**src/rtl/sha_pipe_stage_bank.sv**
```systemverilog
// sha_pipe_stage_bank
// Multi-channel pipeline register bank for the SHA-256 datapath. Carries
// NCH data words of WIDTH bits plus a SIDEW-bit sideband through DEPTH
// register stages. Each stage has its own valid bit. A combinational
// ready chain lets stalled stages hold their contents while empty stages
// downstream of a new word still absorb it, so bubbles collapse.
// A synchronous flush discards everything in flight.
module sha_pipe_stage_bank #(
    parameter int WIDTH = 32,
    parameter int NCH   = 3,
    parameter int SIDEW = 1,
    parameter int DEPTH = 2,
    localparam int OW   = $clog2(DEPTH + 1)
) (
    input  logic                 CLK,
    input  logic                 RST,
    input  logic                 flush,
    input  logic                 in_valid,
    output logic                 in_ready,
    input  logic [NCH*WIDTH-1:0] in_data,
    input  logic [SIDEW-1:0]     in_side,
    output logic                 out_valid,
    input  logic                 out_ready,
    output logic [NCH*WIDTH-1:0] out_data,
    output logic [SIDEW-1:0]     out_side,
    output logic [OW-1:0]        occupancy
);

    localparam int DW = NCH * WIDTH;

    // Stage 0 is the input stage, stage DEPTH-1 drives the outputs.
    logic [DEPTH-1:0]                v_q, v_d;
    logic [DEPTH-1:0][DW-1:0]        data_q, data_d;
    logic [DEPTH-1:0][SIDEW-1:0]     side_q, side_d;

    // rdy[i]: stage i may load this cycle; rdy[DEPTH] is the downstream.
    logic [DEPTH:0]                  rdy;
    logic                            push;
    logic [OW-1:0]                   occ;

    // Ready chain: a stage can load if it is empty or its successor can load.
    always_comb begin
        rdy        = '0;
        rdy[DEPTH] = out_ready;
        for (int i = DEPTH - 1; i >= 0; i--) begin
            rdy[i] = !v_q[i] || rdy[i+1];
        end
    end

    // The flush cycle never accepts input; the head may still be taken.
    assign in_ready = rdy[0] && !flush;
    assign push     = in_valid && in_ready;

    // Next-state: advance stages that are ready, hold stalled ones.
    always_comb begin
        // NOTE: every variable gets a default first so no path leaves it
        // unassigned; otherwise synthesis would infer a latch.
        v_d    = v_q;
        data_d = data_q;
        side_d = side_q;
        if (flush) begin
            v_d    = '0;
            data_d = '0;
            side_d = '0;
        end else begin
            // Stage 0: a ready stage either takes the new word or becomes
            // empty (it was empty already or has just handed off).
            if (rdy[0]) begin
                v_d[0] = push;
                if (push) begin
                    data_d[0] = in_data;
                    side_d[0] = in_side;
                end
            end
            // Later stages copy their predecessor; a bubble moves only the
            // valid bit so the data registers keep their last word.
            for (int i = 1; i < DEPTH; i++) begin
                if (rdy[i]) begin
                    v_d[i] = v_q[i-1];
                    if (v_q[i-1]) begin
                        data_d[i] = data_q[i-1];
                        side_d[i] = side_q[i-1];
                    end
                end
            end
        end
    end

    // Stage registers with asynchronous reset.
    always_ff @(posedge CLK or posedge RST) begin
        // NOTE: sequential state uses non-blocking assignments so every
        // stage samples the pre-edge value of its predecessor.
        if (RST) begin
            // NOTE: the data registers are reset too, because the outputs
            // must read zero while the bank is empty after reset.
            v_q    <= '0;
            data_q <= '0;
            side_q <= '0;
        end else begin
            v_q    <= v_d;
            data_q <= data_d;
            side_q <= side_d;
        end
    end

    // Occupancy is the population count of the registered valid bits.
    always_comb begin
        occ = '0;
        for (int i = 0; i < DEPTH; i++) begin
            occ = occ + OW'(v_q[i]);
        end
    end

    assign occupancy = occ;
    assign out_valid = v_q[DEPTH-1];
    assign out_data  = data_q[DEPTH-1];
    assign out_side  = side_q[DEPTH-1];

endmodule
```
**config.mk**
```make
export PLATFORM = sky130hd
export DESIGN_NAME = sha_pipe_stage_bank
export DESIGN_NICKNAME = d
export VERILOG_FILES = /design/src/rtl/sha_pipe_stage_bank.sv
export SDC_FILE = /design/constraint.sdc
export NUM_CORES = 1
export LEC_CHECK = 0
export ABC_AREA = 1
export CAP_MARGIN = 20
export CORE_UTILIZATION = 55
export DETAILED_ROUTE_END_ITERATION = 7
export HOLD_SLACK_MARGIN = 0.06
export PLACE_DENSITY = 0.86
export SYNTH_ARGS = -nofsm -noshare
export SYNTH_HDL_FRONTEND = slang
export SYNTH_SLANG_ARGS = --single-unit
```
**constraint.sdc**
```tcl
create_clock -name CLK -period 10.7 [get_ports CLK]
set_input_delay 1.07 -clock CLK [delete_from_list [all_inputs] [get_ports CLK]]
set_output_delay 1.07 -clock CLK [all_outputs]
set_load 0.02 [all_outputs]
```
==> results of run 1 <==
## metal layers
layer / routed length (um) / vias to the layer above
li1: - / 3263
met1: 8460 / 3301
met2: 10300 / 234
met3: 1010 / 34
met4: 510 / 0
met5: 0 / -
## cell usage in the layout (no fill, tap or decap), types with 2 or more instances in the layout
cell type and instances:
nand3_2 10, clkbuf_16 17, nand2_1 99, dfrtp_1 196, o21ai_0 80, inv_6 5, clkinvlp_4 3, buf_16 2
clkinv_2 4, inv_1 100, nand4_1 97, inv_8 2, o21ai_1 18, nand3_4 2, buf_4 5, nand3_1 184
clkdlybuf4s50_1 201
## per-stage QoR
stage	total power [mW]	setup WS (ps)	cells	utilization, %
2_1_floorplan	0.907	4290	972	-
3_3_place_gp	0.968	6490	1214	64.2
3_5_place_dp	0.972	6450	1214	64.2
4_1_cts	1.58	6450	1246	67.7
5_1_grt	1.63	6320	1248	68.1
6_report	1.57	6460	1248	68.1
## state kept, by name (all words and copies together), names as in the netlist
name      flops
v_q           2
data_q       96
out_data     96
out_side      1
side_q        1
## power by group through the flow
stage,combinational [mW],clock [mW],sequential (mW)
after global routing,0.189,0.654,0.792
final,0.172,0.612,0.789
after floorplan,0.109,0,0.798
after CTS,0.170,0.621,0.788
after detailed placement,0.170,0,0.802
after global placement,0.167,0,0.801
## tightest hold or removal path: cells and delay by family (launching register included)
family	cells	cell delay, ps
flip-flops	1	340
AND/OR/NAND/NOR	2	120
## how the worst max path moves through the flow
stage | from | end | slack (ps)
3_3_place_gp | flush | in_ready | 6490
3_5_place_dp | flush | in_ready | 6450
6_report | flush | in_ready | 6460
4_1_cts | flush | in_ready | 6450
5_1_grt | flush | in_ready | 6320
2_1_floorplan | RST | data_q[0]$_DFFE_PP0P_ | 4290
## cell families after synthesis
logic type	Yosys count	share of synthesized area, %
and+or+nand+nor	394	22.7
buffers and inverters	282	16.9
DFF	196	54.7
AOI/OAI and AO/OA	99	5.52
adders and majority gates	1	0.139
## cell type report
class                   instances  area [um2]  share of cell area [%]
inverters                     102         398                    3.68
clock inverters                14         125                    1.16
well taps                     216         270                    2.50
multi-input cells             494        2570                    23.8
clock buffers                  18         439                    4.06
repair buffers                208        2100                    19.5
flip-flops and latches        196        4900                    45.3
==> impl_metrics.py, run 1 <==
metrics = {
    "synth": {
        "seq_area_frac_synth_pct": 54.7,
        "synth_area_mm2": 0.00897,
        "yosysTopAreaCellShare_pct": 54.7,
        "synth_top_area_cell": "dfrtp_1",
        "synth_area_leaders": "dfrtp_1 (55%), nand3_1 (10%), buf_4 (8.2%)",
        "syn-num-nets": 1075,
        "ys.flop_type": "dfrtp_1",
        "syn_inst": 972,
        "ys_types": 19,
        "yosysWarningCount": 0,
        "avgSynthCellArea_um2": 9.23,
        "synth.most_common_cell": "dfrtp_1",
        "async_flop_share_pct": 100,
        "synth_edf_count": 0,
        "synth-seq-cells": 196,
        "synth_common_cells": "dfrtp_1 (196), nand3_1 (185), inv_1 (101)",
    },
    "grt": {
        "use_met3_pct": 4.18,
        "grt-busiest-layer": "met2",
        "grt_pass1_vias": 6327,
        "gr-total-overflow": 0,
        "antenna_found_initial": 0,
        "grt_max_degree": 187,
        "grt_use_met1_pct": 33.0,
        "grt.total_usage_pct": 24.6,
        "grt_pass1_wl_um": 32200,
        "grt.met2_usage_pct": 40.0,
    },
    "pwr": {
        "power.density_mw_per_mm2": 145,
        "switching_share_pct": 25.4,
        "vdd.ir_drop.worst_uv": 104,
        "power.share.clock_pct": 38.9,
        "p_seq_share_pct": 50.2,
        "p_leak_nw": 4.93,
        "power.switching_mw": 0.399,
        "pwr-share-comb_pct": 10.9,
        "intPower_mw": 1.17,
    },
    "floorplan": {
        "start_util_pct": 56.5,
        "ioPinCount": 203,
        "die_y_um": 130,
        "core_mm2": 0.0159,
        "row_count": 46,
        "dieArea_mm2": 0.0168,
        "die_width_um": 130,
    },
    "clock_tree": {
        "htreeDepth": 4,
        "post_cts_buffers": 0,
        "cts_resized": 0,
        "clockBufferDepth": 2,
        "cts_root_buf": "clkbuf_16",
        "cts_tree": "yes",
        "insertion_delay_ps": 420,
        "clock_sinks": 196,
        "clk_pin_slew_ps": 70,
        "hold_buffers": 0,
        "numCtsBuffers": 17,
    },
    "critical_path": {
        "r2r-start": "v_q[1]$_DFFE_PP0P_",
        "crit_top_cell": "clkdlybuf4s50_1",
        "crit_arrival_ps": 3170,
        "cp-start-kind": "input pin",
        "worst-path-stages": 5,
        "worstPathRequired_ps": 9630,
        "path_class": "in2out",
        "cp_slowest_cell": "inv_8",
        "cp_cell_sequence": "clkdlybuf4s50_1 > inv_8 > nand2_1 > inv_1 > clkdlybuf4s50_1",
        "rrSetupSlack_ps": 8560,
        "cp_max_fo": 186,
        "cp_top_family": "buffers and inverters",
        "end_kind": "output pin",
        "crit_buf_inv": 4,
        "r2r-end": "out_data[35]$_DFFE_PP0P_",
        "critPathMaxStageDelay_ps": 730,
        "reg2reg_depth": 3,
    },
    "detailed_routing": {
        "wl_per_cell_um": 16.2,
        "viasPerCell": 5.47,
        "drtAntennaViolNets": 0,
        "drtPass1Iterations": 5,
        "first_iter_violations": 555,
        "wl_um": 20300,
        "drc": 0,
        "vias": 6832,
    },
    "sta": {
        "hold_violations": 0,
        "fin_crit_sh_pct": 39.6,
        "slew_violations": 0,
        "slew_headroom_pct": 25.5,
        "period_minus_slack_ps": 4240,
        "finalClockSkew_ps": 9.58,
        "tightest_slew_ps": 1120,
        "setup_violations": 0,
        "fin_tns_setup_ps": 0,
        "holdWs_ps": 499,
        "max_freq_mhz": 236,
        "rsz0062_at_grt": "no",
    },
    "hold_path": {
        "min-delay-start": "data_q[61]$_DFFE_PP0P_",
        "hold_class": "reg2reg",
        "worst_hold_path.endpoint": "data_q[61]$_DFFE_PP0P_",
        "holdPathStages": 2,
    },
    "place": {
        "dp_hpwl_um": 11700,
        "place_area_mm2": 0.0102,
        "io_buffers": 202,
        "place.gp.congestion": 0.805,
    },
    "final_layout": {
        "area_delta_synth_final_pct": 20.5,
        "antenna_cells": 0,
        "finalNetCount": 1122,
        "drive_above_1_share_pct": 5.33,
        "n_fill_cell": 1254,
        "fin_area_mm2": 0.0108,
    },
    "run": {
        "cap_violations": 0,
    },
    "status": {
        "outcome": "finished, final reports clean",
    },
}
(Power assumes the default switching activity.)
==> inputs of run 2 (changes only) <==
--- a/config.mk
+++ b/config.mk
@@ -7,10 +7,10 @@
 export LEC_CHECK = 0
 export ABC_AREA = 1
 export CAP_MARGIN = 20
-export CORE_UTILIZATION = 55
+export CORE_UTILIZATION = 51
 export DETAILED_ROUTE_END_ITERATION = 7
 export HOLD_SLACK_MARGIN = 0.06
-export PLACE_DENSITY = 0.86
+export PLACE_DENSITY = 0.81
 export SYNTH_ARGS = -nofsm -noshare
 export SYNTH_HDL_FRONTEND = slang
 export SYNTH_SLANG_ARGS = --single-unit
==> constraint.sdc (replaced) <==
create_clock -name CLK -period 3.9 [get_ports CLK]
set_input_delay 0.39 -clock CLK [delete_from_list [all_inputs] [get_ports CLK]]
set_output_delay 0.39 -clock CLK [all_outputs]
set_load 0.02 [all_outputs]
==> impl_metrics.py, run 2 (same netlist as run 1, synthesis figures left out) <==
metrics = {
    "critical_path": {
        "cp-start-kind": "input pin",
        "cp_max_fo": 98,
        "path_class": "in2out",
        "rrSetupSlack_ps": 2010,
        "reg2reg_depth": 4,
        "end_kind": "output pin",
        "r2r-start": "v_q[0]$_DFFE_PP0P_",
        "r2r-end": "data_q[36]$_DFFE_PP0P_",
        "crit_arrival_ps": 2120,
        "worstPathRequired_ps": 3510,
    },
    "grt": {
        "antenna_found_initial": 0,
        "grt_pass1_wl_um": 32500,
        "gr-total-overflow": 0,
        "grt.total_usage_pct": 22.9,
        "grt_max_degree": 112,
        "grt_pass1_vias": 6199,
    },
    "clock_tree": {
        "cts_root_buf": "clkbuf_16",
        "insertion_delay_ps": 430,
        "numCtsBuffers": 17,
        "post_cts_buffers": 0,
        "htreeDepth": 4,
        "cts_tree": "yes",
        "cts_resized": 0,
        "clockBufferDepth": 2,
        "clock_sinks": 196,
        "clk_pin_slew_ps": 70,
        "hold_buffers": 0,
    },
    "place": {
        "dp_hpwl_um": 12100,
        "place_area_mm2": 0.0103,
        "io_buffers": 202,
        "placed_cells": 1228,
        "place.gp.congestion": 0.761,
    },
    "sta": {
        "hold_violations": 0,
        "slew_headroom_pct": 43.4,
        "slew_violations": 0,
        "finalClockSkew_ps": 10.8,
        "fin_crit_sh_pct": 64.4,
        "setup_violations": 0,
        "fin_tns_setup_ps": 0,
        "rsz0062_at_grt": "no",
        "max_freq_mhz": 398,
        "tightest_slew_ps": 847,
        "period_minus_slack_ps": 2510,
    },
    "pwr": {
        "power.density_mw_per_mm2": 403,
        "vdd.ir_drop.worst_uv": 300,
        "p_leak_nw": 4.98,
    },
    "floorplan": {
        "ioPinCount": 203,
        "die_y_um": 135,
        "die_width_um": 135,
        "core_mm2": 0.0172,
        "dieArea_mm2": 0.0181,
        "start_util_pct": 52.1,
        "row_count": 48,
    },
    "final_layout": {
        "multi_input_area_mm2": 0.00257,
        "fin_util_pct": 63.4,
        "fin_cells": 1262,
        "n_fill_cell": 1407,
        "antenna_cells": 0,
        "drive_above_1_share_pct": 5.79,
        "final_common_cell": "clkdlybuf4s50_1",
        "finalNetCount": 1127,
        "layout_common_cells": "clkdlybuf4s50_1 (201), dfrtp_1 (196), nand3_1 (184), inv_1 (100), nand2_1 (99)",
        "seq_area_mm2": 0.00490,
        "area_delta_synth_final_pct": 21.8,
        "fin_area_mm2": 0.0109,
    },
    "detailed_routing": {
        "vias": 6749,
        "drtAntennaViolNets": 0,
        "first_iter_violations": 484,
        "drc": 0,
        "drtPass1Iterations": 4,
        "viasPerCell": 5.35,
        "wl_per_cell_um": 15.9,
        "wl_um": 20100,
    },
    "status": {
        "outcome": "finished, final reports clean",
    },
    "run": {
        "cap_violations": 0,
    },
    "hold_path": {
        "hold_class": "in2async",
    },
}
==> run 2: changes by cell type in the layout (fill, tap and decap cells not counted), sizes merged <==
cell	delta
buf	+5
clkinv	-2
bufinv	+1
clkbuf	-1
clkinvlp	+1
inv	+1
==> run 2: worst max path at each step <==
stage	start	endpoint	slack (ps)	cells after the start
global placement	flush	out_data[43]$_DFFE_PP0P_	1100	4
finish	flush	in_ready	1390	5
global route	flush	in_ready	1280	5
detailed placement	flush	out_data[19]$_DFFE_PP0P_	980	4
CTS	flush	in_ready	1360	5
floorplan	RST	data_q[0]$_DFFE_PP0P_	980	1
==> run 2: cell type report <==
type / count / share of cell area [%]
tap: 225 / 2.57
timing repair buffer: 213 / 20.0
inverter: 102 / 3.60
sequential: 196 / 44.9
clock buffer: 17 / 3.89
multi-input combinational: 494 / 23.5
clock inverter: 15 / 1.56
==> run 2: power by group <==
group	total [mW]	leakage [nW]	internal, mW	switching [mW]
Clock	1.77	0.286	0.965	0.806
Sequential	2.16	2.66	2.11	0.0483
Combinational	0.478	2.03	0.204	0.274
Total	4.41	4.98	3.28	1.13
==> run 2: layer usage <==
layer  part of all wire, %  vias to the layer above  track usage, %  wire [um]
li1                      -                     3270               -          -
met1                    44                     3264            31.0       8890
met2                    49                      174            36.0       9790
met3                   3.6                       41            4.24        719
met4                   3.5                        0            10.2        694
met5                     0                        -               0          0
==> run 2: worst max-delay path, stage by stage <==
cell and delay [ps]:
clkdlybuf4s50_1 520, inv_8 440, nand2_1 110, inv_1 70
clkdlybuf4s50_1 590
==> run 2: metrics by stage <==
stage	worst slack [ps]	total power [mW]	hold slack (ps)
2_1_floorplan	978	2.49	453
3_3_place_gp	1100	2.67	480
3_5_place_dp	981	2.68	486
4_1_cts	1360	4.44	480
5_1_grt	1280	4.58	506
6_report	1390	4.41	465
==> RTL edit 1: new RTL, settings of run 2 <==
`NCH`: 3 -> 6.
--- a/src/rtl/sha_pipe_stage_bank.sv
+++ b/src/rtl/sha_pipe_stage_bank.sv
@@ -7,7 +7,7 @@
 // A synchronous flush discards everything in flight.
 module sha_pipe_stage_bank #(
     parameter int WIDTH = 32,
-    parameter int NCH   = 3,
+    parameter int NCH   = 6,
     parameter int SIDEW = 1,
     parameter int DEPTH = 2,
     localparam int OW   = $clog2(DEPTH + 1)
Ports: changed (resized in_data and out_data); port bits go from 203 to 395. No check against the original RTL was run, so the function may have changed too.
==> RTL edit 1 against run 2 <==
- worst hold slack got worse by 0.11 ns
- routed wire length increased by 120%
- setup slack got worse by 0.29 ns
- final area increased by 96%
- synthesized cell count increased by 98%
- sequential cell count increased by 192
- area after synthesis increased by 96%
- sequential share of layout area increased by 0.35 points
- power increased by 100%
- critical path depth decreased by 1
- critical path type is now flip-flop to output pin
==> RTL edit 1: results (changes against run 2) <==
status completed (unchanged); final net count 2,215 (was 1,127); Clk Latency, worst-skew pair 0.53 ns (was 0.43 ns); Routed WL 44,900 um (was 20,100 um); library cells used by synthesis 16 (was 19); fillcell total 2,707 (was 1,407); Slew HR 35.7% (was 43.4%); static leakage 9.84 nW (was 4.98 nW); WHS Path Cells 3; Total GRT Usage 25.3% (was 22.9%); largest net degree at the start of global routing 210 (was 112); vias in the first global route 13.4k (was 6,199); DRT iter0 DRCs 1,089 (was 484); CTS buffer count 40 (was 17); dpl ws 0.871 ns (was 0.981 ns); register area share after synthesis 55.3% (was 54.7%); syn nets 2,121 (was 1,075); worst reg2reg path endpoint data_q[49] (was data_q[36]); clk buf depth 3 (was 2); first-pass GRT wire length 72,300 um (was 32,500 um); Commonest cells post-synth 388 x dfrtp_1, 387 x nand3_1, 197 x buf_4, 197 x inv_1, 196 x nand2_1 (was 196 x dfrtp_1, 185 x nand3_1, 101 x inv_1); hpwl dp 27,800 um (was 12,100 um); Synth area leaders dfrtp_1 55%, nand3_1 11%, buf_4 8.4% (was dfrtp_1 55%, nand3_1 10%, buf_4 8.2%); maximum vdd drop 0.268 mV (was 0.300 mV); CP max FO 52 (was 98); drt first pass iters 5 (was 4); Async SR Flop Fraction 100% (unchanged); Worst EP arrival 2.41 ns (was 2.12 ns); GPL Wtd Cong 0.811 (was 0.761); DR vias 13.8k (was 6,749); initial antenna violation count 9 (was 0); port buffer count 394 (was 202); Register-to-Register Path Depth 5 (was 4); HP Class input port to flip-flop (was input port to asynchronous set/reset pin); H-Tree Depth 2 (was 4); Setup Skew 0.0184 ns (was 0.0108 ns)
## RTL edit 1: cell types whose count changed in the layout (fill, tap and decap cells not counted), sizes merged
cell	delta
nand4	+96
nand3	+192
clkinv	+6
buf	+9
nand2	+96
dfrtp	+192
bufinv	-1
clkbuf	+39
inv	+91
o21ai	+96
diode	+7
clkdlybuf4s50	+192
## RTL edit 1: power by group
| part | switching (mW) | leakage (nW) | internal, mW | total, mW |
|---|---|---|---|---|
| combinational | 0.547 | 3.94 | 0.391 | 0.938 |
| clock | 1.55 | 0.624 | 2.13 | 3.69 |
| sequential | 0.0964 | 5.27 | 4.19 | 4.29 |
| total | 2.20 | 9.84 | 6.71 | 8.91 |
## RTL edit 1: cell type report
type	instances	area share, %
Timing Repair Buffer	414	19.7
Sequential cell	388	45.2
Clock buffer	56	5.37
Multi-Input combinational cell	974	22.9
Tap cell	448	2.61
Clock inverter	15	0.536
Antenna cell	7	0.0816
Inverter	198	3.51
## RTL edit 1: how the worst max path moves through the flow
stage / endpoint / slack (ns) / cells past startpoint / start
2_1_floorplan: data_q[0] / -1.71 / 1 / RST
3_3_place_gp: data_q[75] / 0.99 / 7 / out_ready
3_5_place_dp: data_q[144] / 0.87 / 7 / out_ready
4_1_cts: in_ready / 1.06 / 4 / v_q[0]
5_1_grt: in_ready / 0.95 / 4 / v_q[0]
6_report: in_ready / 1.10 / 4 / v_q[0]
## RTL edit 1: logic make-up (layout without fill, tap and decap cells)
family	Yosys count	after routing	share of synthesized area [%]
adders and majority gates	1	1	0.0713
and+or+nand+nor	778	778	22.2
AOI/OAI and AO/OA	195	195	5.56
buffers and inverters	560	683	16.9
other	0	7	0
DFF	388	388	55.3
## RTL edit 1: critical path: stages (launching register included)
cell             delay [ns]
dfrtp_1                0.54
nand3_4                0.56
nand2_1                0.21
inv_1                  0.06
clkdlybuf4s50_1        0.53
## RTL edit 1: metal layers
layer	vias up	track usage (%)	share of wire (%)	wire, um
met4	4	13.2	5.3	2370
met1	6649	34.0	40	18200
met3	138	5.37	7.6	3430
met5	-	0	0.062	28
met2	544	38.9	47	20900
li1	6454	-	-	-
## RTL edit 1: stage by stage
stage / std cells / instance area, um2 / hold slack (ns) / power (mW) / utilization (%)
6_report: 2500 / 21500 / 0.354 / 8.91 / 63.7
5_1_grt: 2498 / 21500 / 0.386 / 9.24 / 63.7
4_1_cts: 2492 / 21400 / 0.350 / 8.99 / 63.6
3_5_place_dp: 2421 / 20200 / 0.487 / 5.30 / 59.8
3_3_place_gp: 2421 / 20200 / 0.480 / 5.27 / 59.8
2_1_floorplan: 1922 / 17600 / 0.453 / 4.91 / -
==> RTL edit 2: new RTL, settings of run 2 <==
Without the edit above. Make the reset (`RST`) synchronous in one clocked block. Comments in the files are not updated.
--- a/src/rtl/sha_pipe_stage_bank.sv
+++ b/src/rtl/sha_pipe_stage_bank.sv
@@ -87,7 +87,7 @@
     end
 
     // Stage registers with asynchronous reset.
-    always_ff @(posedge CLK or posedge RST) begin
+    always_ff @(posedge CLK) begin
         // NOTE: sequential state uses non-blocking assignments so every
         // stage samples the pre-edge value of its predecessor.
         if (RST) begin
Formal check against the unedited RTL: differs if RST is asserted again (counterexample within 4 cycles, from zero or initial values and one cycle with RST high); with RST held inactive, the same outputs for 4 cycles.
==> RTL edit 2 against run 2 <==
- non-clock buffer count up 1
- worst hold slack better by 0.017 ns
- sequential cell count unchanged
- power down 1.9%
- largest power group unchanged
- routed wire length about the same
- final area up 1.3%
- critical endpoint unchanged
- register-to-register slack worse by 0.09 ns
- setup slack better by 0.070 ns
- area after synthesis up 1.5%
==> RTL edit 2: results (changes against run 2) <==
status completed (unchanged); clock share of power 41.4% (was 40.1%); final net count 1,516 (was 1,127); largest net degree at the start of global routing 98 (was 112); GPL Wtd Cong 0.783 (was 0.761); Worst EP arrival 2.05 ns (was 2.12 ns); Final Cycle Share 62.6% (was 64.4%); share of layout cells above drive strength 1 3.51% (was 5.79%); NetSw 1.04 mW (was 1.13 mW); Seq area share 35.4% (was 44.9%); vias in the first global route 6,670 (was 6,199); DP Area 10,500 um2 (was 10,300 um2); CP max FO 17 (was 98); Async SR Flop Fraction 0% (was 100%); Crit-path slowest cell clkdlybuf4s50_1 (unchanged); first-pass GRT wire length 32,100 um (was 32,500 um); total power 4.32 mW (was 4.41 mW); HP Class flip-flop to flip-flop (was input port to asynchronous set/reset pin); Total GRT Usage 21.9% (was 22.9%); clock buffers 18 (was 17); Cells after DPL 1,619 (was 1,228); hpwl dp 12,500 um (was 12,100 um); Slew HR 28.8% (was 43.4%); area of the multi-input gates 3000 um2 (was 2570 um2); Setup Skew 0.0199 ns (was 0.0108 ns); dpl ws 1.49 ns (was 0.981 ns); static leakage 4.91 nW (was 4.98 nW); met3 GRT Util 4.68% (was 4.24%); metal3 WL 1180 um (was 719 um); syn_area_per_cell 6.71 um2 (was 9.23 um2); met2 WL post-DR 9520 um (was 9790 um); buffering overhead 19.5% (was 20.0%); register area share after synthesis 43.1% (was 54.7%); Cell Area, Synth 9110 um2 (was 8970 um2); nonclk inv count 296 (was 102); M1 GR Usage 28.4% (was 31.0%); #MultiIn Comb 688 (was 494); Synth area leaders dfxtp_1 43%, inv_1 12%, nor2_1 12% (was dfrtp_1 55%, nand3_1 10%, buf_4 8.2%); Synth Area in Compound Gates 5.44% (was 5.52%); maximum vdd drop 0.314 mV (was 0.300 mV); drt first pass iters 7 (was 4); sequential power share 47.9% (was 49.0%); Layout clock area frac 5.36% (was 5.45%); fillcell total 1,524 (was 1,407); met1 wire length 9100 um (was 8890 um); adder-cell share of the synthesized area 0.137% (was 0.139%); Commonest cells post-synth 293 x inv_1, 291 x nor2_1, 196 x dfxtp_1, 196 x nand2_1, 101 x buf_4 (was 196 x dfrtp_1, 185 x nand3_1, 101 x inv_1); vias per cell 4.62 (was 5.35); clk root buf clkbuf_16 (unchanged); Critical Path Max Stage Delay 0.55 ns (was 0.59 ns)
RTL edit 2: changes by cell type in the layout (fill, tap and decap cells not counted), sizes merged, moves of 96 or more:
cell   change
dfrtp    -196
nand3    -194
nand2     +96
inv      +188
nor2     +292
dfxtp    +196
RTL edit 2: tightest hold or removal path, cell delays in order (launching register included):
cell,delay [ns]
dfxtp_1,0.32
nor2_1,0.04
nor2_1,0.08
RTL edit 2: worst paths after layout:
kind,start,to,slack (ns),cells after the start
min reg2reg,out_data[20],out_data[20],0.48,2
max reg2reg,v_q[1],out_data[53],1.92,6
max,flush,in_ready,1.46,5
min,out_data[20],out_data[20],0.48,2
RTL edit 2: cell families (layout without fill, tap and decap cells):
logic type               after synthesis  count (layout)
AO/OA/AOI/OAI                         99              99
adder cells (fa/ha/maj)                1               1
buffers and inverters                475             540
flip-flops                           196             196
other                                  0               2
AND/OR/NAND/NOR                      588             588
